File: config.mk
export PLATFORM = sky130hd
export DESIGN_NAME = fetch_stage
export DESIGN_NICKNAME = d
export VERILOG_FILES = /design/src/rtl/fetch_stage.sv
export SDC_FILE = /design/constraint.sdc
export NUM_CORES = 1
export LEC_CHECK = 0
export CAP_MARGIN = 20
export CORE_MARGIN = 4
export CORE_UTILIZATION = 46
export CTS_CLUSTER_DIAMETER = 30
export DETAILED_ROUTE_END_ITERATION = 8
export GPL_TIMING_DRIVEN = 1
export PLACE_DENSITY = 0.78
export SETUP_SLACK_MARGIN = 0.4
export SLEW_MARGIN = 0
export SYNTH_ARGS = -nofsm -noshare
export SYNTH_HDL_FRONTEND = slang
export SYNTH_SLANG_ARGS = --single-unit
export TNS_END_PERCENT = 1
File: constraint.sdc
create_clock -name clk -period 3.56 [get_ports clk]
set_input_delay 0.534 -clock clk [delete_from_list [all_inputs] [get_ports clk]]
set_output_delay 0.534 -clock clk [all_outputs]
set_load 0.03 [all_outputs]
File: src/rtl/fetch_stage.sv
// LEGv8 instruction-fetch stage with IF/ID pipeline register.
// Holds the PC, handles branch redirect, stall, flush and a saturating fetch counter.
module fetch_stage #(
  parameter int          N        = 64,
  parameter logic [N-1:0] RESET_PC = '0
) (
  input  logic         clk,
  input  logic         reset,
  output logic [N-1:0] imem_addr,
  input  logic [31:0]  imem_data,
  input  logic         pcsrc,
  input  logic [N-1:0] pcbranch,
  input  logic         stall,
  input  logic         flush,
  output logic [31:0]  instr_D,
  output logic [N-1:0] pc_D,
  output logic         valid_D,
  output logic [31:0]  fetch_count
);

  logic [N-1:0] pc_q, pc_d;
  logic [31:0]  instr_q, instr_d;
  logic [N-1:0] pc_id_q, pc_id_d;
  logic         valid_q, valid_d;
  logic [31:0]  cnt_q;
  logic [31:0]  cnt_d;
  logic         load;

  assign load = !flush && !stall;

  // Redirect outranks stall so a taken branch is never lost behind a hazard.
  always_comb begin
    pc_d = pc_q + N'(4);
    if (pcsrc) begin
      pc_d = {pcbranch[N-1:2], 2'b00};
    end else if (stall) begin
      pc_d = pc_q;
    end
  end

  always_comb begin
    instr_d = imem_data;
    pc_id_d = pc_q;
    valid_d = 1'b1;
    if (flush) begin
      instr_d = 32'h0;
      pc_id_d = '0;
      valid_d = 1'b0;
    end else if (stall) begin
      instr_d = instr_q;
      pc_id_d = pc_id_q;
      valid_d = valid_q;
    end
  end

  assign cnt_d = (load && (cnt_q != 32'hFFFF_FFFF)) ? cnt_q + 32'd1 : cnt_q;

  always_ff @(posedge clk) begin
    if (reset) begin
      pc_q    <= RESET_PC;
      instr_q <= 32'h0;
      pc_id_q <= '0;
      valid_q <= 1'b0;
      cnt_q   <= 32'h0;
    end else begin
      pc_q    <= pc_d;
      instr_q <= instr_d;
      pc_id_q <= pc_id_d;
      valid_q <= valid_d;
      cnt_q   <= cnt_d;
    end
  end

  assign imem_addr   = pc_q;
  assign instr_D     = instr_q;
  assign pc_D        = pc_id_q;
  assign valid_D     = valid_q;
  assign fetch_count = cnt_q;

endmodule

* Yosys cells after proc, flatten, opt, wreduce, memory -nomap -nowiden *
Index checks and enable logic that the tools add are counted.

cells by class
  $add $sub $neg = 2
  equal/unequal tests = 2
  multiplexer cells = 2
  reductions and logical operators = 6

operator list
  operator                                                         count
  64-bit 2-to-1 mux                                                2
  64-bit by 3-bit adder with 64-bit output, second input constant  1
  32-bit by 1-bit adder with 32-bit output, second input constant  1
  32-bit inequality test, second input constant                    1
  2-bit OR reduction                                               2
  1-bit logical AND                                                2
  1-bit zero test                                                  2
  2-bit inequality test, second input constant                     1

storage, ports and cells
  bits in registers = 193
  bits of input ports = 101
  output and inout port bits = 193
  logic and storage cells = 18

* Depth between registers and ports, before layout *
  depth in word-level cells = 3
  mapped depth = 7
  depth with buffers taken out = 6

* Worst setup path after synthesis *
OpenSTA, ideal clock, no wires.

  path kind = flip-flop to flip-flop
  start = reg pc_q[10] (netlist: imem_addr[10])
  end = reg pc_q[46] (netlist: imem_addr[46])
  library setup time = 0.091 ns
  arrival time = 2.642 ns
  data required time = 3.469 ns
  setup slack = 0.827 ns
  cell stages (with the launch flop) = 8
  buffers on the path = 2
  clock period less this slack = 2.733 ns
  cells stage by stage = dfxtp_1 -> nand3_4 -> or4_4 -> buf_6 -> or4_4 -> buf_6 -> or3_1 -> a311oi_1

between the ends
  word-level cells in the longest chain between the ends = 3

ends and longest elaborated chain
  what                                      line  RTL
  start: declaration                        21    logic [N-1:0] pc_q, pc_d;
  start signal: assignment                  66    pc_q <= pc_d;
  64-bit by 3-bit adder with 64-bit output  33    pc_d = pc_q + N'(4);
  64-bit 2-to-1 mux                         36    end else if (stall) begin
  64-bit 2-to-1 mux                         34    if (pcsrc) begin

No other way between the ends. The select of a mux whose other input is x is not followed.
A chain may end at the register's enable or synchronous reset.

* Final worst setup path *
  start = reg pc_q[4] (netlist: imem_addr[4])
  end = reg pc_q[57] (netlist: imem_addr[57])

Same word-level chain as after synthesis.

==> results.rst <==
.. list-table::
   :header-rows: 1

   * - Metric
     - Value
   * - Number of cells after detailed placement
     - 1459
   * - Antenna cell count
     - 0
   * - Number of primary I/O pins
     - 294
   * - Worst EP required
     - 3.90 ns
   * - Via Count
     - 8390
   * - Total internal power
     - 3.53 mW
   * - TritonCTS clock tree
     - built
   * - Clock latency reported for the late side of the worst-skew pair
     - 0.43 ns
   * - Synth top area share
     - 0.435
   * - Gp weighted congestion
     - 0.821
   * - CP Class
     - register to register
   * - Fraction of the mapped netlist area in compound gates
     - 0.114
   * - Number of I/O port buffers
     - 287
   * - Routed length per instance
     - 18.0 um
   * - Post-synthesis sequential area ratio
     - 0.435
   * - Dpl hpwl
     - 19.3 mm
   * - Top library cells by usage in the layout, fill and taps aside
     - sky130_fd_sc_hd__clkdlybuf4s50_1 (285), sky130_fd_sc_hd__dfxtp_1 (189), sky130_fd_sc_hd__nor2_1 (174)
   * - Global-route wire length before repair
     - 43.3 mm
   * - Die Width
     - 145 um
   * - VDD IR max
     - 0.325 mV
   * - Clock input transition at the sequential cells of the worst setup and hold paths
     - 0.08 ns
   * - Post-Synthesis Cells
     - 987
   * - Switching part of the total power
     - 0.278
   * - Total Routed Length
     - 26.8 mm
   * - Vias per cell
     - 5.62
   * - Multiplexer area fraction after synthesis
     - 0.112
   * - Layout cells sized above 1
     - 0.0525
   * - Unique cell type count in the Yosys netlist
     - 55
   * - Remaining global-route overflow
     - 0
   * - Overall die height
     - 145 um
   * - Maximum number of pins on one net before global-route repair
     - 60
   * - Layout Utilization
     - 0.659
   * - PD cells
     - 398 nW/um^2
   * - Clock period minus worst slack
     - 2.85 ns
   * - Post-route insts no fill
     - 1492
   * - CTS Hold Bufs
     - 0
   * - All-layer global routing usage
     - 0.246
   * - Pre-CTS setup slack
     - 0.653 ns
   * - Post-route DRC
     - 0
   * - Comb pwr share
     - 0.145
   * - DRT Pass-1 Iters
     - 5
   * - Commonest non-fill, non-tap cell in the layout
     - sky130_fd_sc_hd__clkdlybuf4s50_1
   * - Count of flip-flops with a built-in enable after synthesis
     - 0
   * - Count of H-tree levels built during CTS
     - 4
   * - Highest clock frequency the design can meet
     - 351 MHz
   * - Placement Cell Area
     - 11700 um^2
   * - Master cell of the clock root buffer
     - sky130_fd_sc_hd__clkbuf_16
   * - Worst min-delay path category
     - register to register
   * - Part of the total power dissipated in sequential elements
     - 0.468
   * - Largest area contributor in the synthesized netlist
     - sky130_fd_sc_hd__dfxtp_1
   * - Critical path launch point type
     - register
   * - Worst Skew
     - 0.0139 ns
   * - Post-route antenna net violation count
     - 0
   * - Final instance area
     - 12300 um^2
   * - Total of max-cap violations
     - 0
   * - Post-Synthesis Cell Area
     - 8690 um^2
   * - Total power
     - 4.89 mW
   * - Net switching component of the power
     - 1.36 mW
   * - Post-route worst hold slack
     - 0.447 ns
   * - Leak Pwr
     - 4.37 nW
   * - Count of final setup violators
     - 0
   * - Count of synthesis-stage warnings from yosys
     - 0
   * - # Post-CTS Setup Buffers
     - 0
   * - Endpoint class of the critical path
     - register
   * - Total negative setup slack
     - 0 ns
   * - Starting Density
     - 0.466
   * - Simple-gate portion of the synthesized area
     - 0.254
   * - Num rows
     - 50
   * - Worst slew margin
     - 0.272
   * - Arrival time reported for the critical path endpoint
     - 3.20 ns
   * - Setup repair after global routing missed its margin
     - false
   * - Clock share of power
     - 0.386
   * - Number of max-slew violations in the final report
     - 0
   * - Sinks on Clock Net
     - 189
   * - Async set-reset flop share out of synthesis
     - 0
   * - Largest family of logic cells by synthesized area
     - simple AND/OR/NAND/NOR gates
   * - Vias in the first global route
     - 8072
   * - Initial antenna violation count
     - 0
   * - Top post-synthesis cells by area
     - sky130_fd_sc_hd__dfxtp_1 (44%), sky130_fd_sc_hd__mux2i_1 (11%), sky130_fd_sc_hd__nor2_1 (7.5%), sky130_fd_sc_hd__xnor2_1 (3.0%), sky130_fd_sc_hd__clkbuf_1 (2.3%)
   * - Fin nets
     - 1348
   * - Cts bufs inserted
     - 17
   * - Resized cells post-CTS
     - 0
   * - Placeable core region
     - 18600 um^2
   * - Drt first-iter violations
     - 583
   * - Mean instance size in the synthesized netlist
     - 8.81 um^2
   * - Growth of design area from synthesis to finish
     - 41.4%
   * - Seq cells post-synth
     - 189
   * - Final critical-path setup slack
     - 0.709 ns
   * - Die outline area
     - 21200 um^2
   * - Final hold vios
     - 0
   * - Top_reg_cell synth
     - sky130_fd_sc_hd__dfxtp_1
   * - Fraction of the mapped netlist area in adder cells
     - 0.00288
   * - Final period util
     - 0.801
   * - Outcome
     - finished, final reports clean
   * - Worst Max-Slew Pin Slew
     - 1.09 ns
   * - Clock Path Buffers
     - 2
   * - XOR/XNOR Fraction of Synth Area
     - 0.0413
   * - Worst Path Max Fanout
     - 12
## worst max-delay path: stages (launching register included)
cell,delay (ns)
sky130_fd_sc_hd__dfxtp_1,0.45
sky130_fd_sc_hd__nand4_1,0.38
sky130_fd_sc_hd__nor3_1,0.27
sky130_fd_sc_hd__buf_4,0.18
sky130_fd_sc_hd__nand4b_1,0.52
sky130_fd_sc_hd__or4_1,0.71
sky130_fd_sc_hd__a311oi_1,0.25
## routing by layer
metal | up-vias | wire length [um] | global-route usage | part of all wire
li1 | 4082 | - | - | -
met1 | 3985 | 11400 | 0.315 | 0.42
met2 | 275 | 13000 | 0.415 | 0.48
met3 | 48 | 1910 | 0.0592 | 0.071
met4 | 0 | 606 | 0.0698 | 0.023
met5 | - | 0 | 0 | 0
## synthesized netlist by cell type (all sizes together), types with 2 or more instances
library cell / instances
nand4b: 5
mux2: 3
nand3: 31
nor2b: 9
or4: 15
nand2b: 8
nor4: 25
or3: 32
o21ai: 26
dfxtp: 189
or2: 6
inv: 17
and2: 6
clkbuf: 54
ha: 2
mux2i: 94
nor2: 174
and3: 15
a21oi: 28
a2111oi: 9
nor4b: 2
nor3: 16
a32oi: 2
nand3b: 2
o311a: 4
buf: 13
nand4: 23
o41ai: 3
o311ai: 2
and4: 15
o31ai: 8
a311oi: 20
nand2: 46
xnor2: 30
o211a: 2
a211oi: 25
o31a: 4
xor2: 11
o211ai: 2
## registers in the layout, summed over array words and instances (netlist names)
| name | flops |
|---|---|
| instr_D | 32 |
| fetch_count | 32 |
| imem_addr | 62 |
| valid_D | 1 |
| pc_D | 62 |
## final timing paths
kind	start	to	slack, ns	cells past startpoint
worst max-delay path	imem_addr[4]	imem_addr[57]	0.71	6
worst min-delay path	valid_D	valid_D	0.45	2
worst max register to register	imem_addr[4]	imem_addr[57]	0.71	6
worst min register to register	valid_D	valid_D	0.45	2
## kinds of logic after synthesis
kind of cell,after synthesis
and+or+nand+nor,433
DFF,189
AOI/OAI and AO/OA,140
muxes,97
buffers and inverters,84
xor gates and xnor gates,41
adders and majority gates,2
other,1
## power by group through the flow
stage / logic [mW] / registers (mW) / clock network (mW)
6_report: 0.710 / 2.29 / 1.89
5_1_grt: 0.756 / 2.30 / 2.01
4_1_cts: 0.714 / 2.29 / 1.92
3_5_place_dp: 0.711 / 2.34 / 0
3_3_place_gp: 0.704 / 2.33 / 0
2_1_floorplan: 0.245 / 2.46 / 0
## final cells by class
type | instances | area, um^2
Clock buffer | 20 | 447
Clock inverter | 12 | 129
Fill cell | 1572 | 6350
Inverter | 17 | 63.8
Multi-Input combinational cell | 717 | 4580
Sequential cell | 189 | 3780
Tap cell | 234 | 293
Timing Repair Buffer | 303 | 3000
Power figures use the tool's default switching activity.
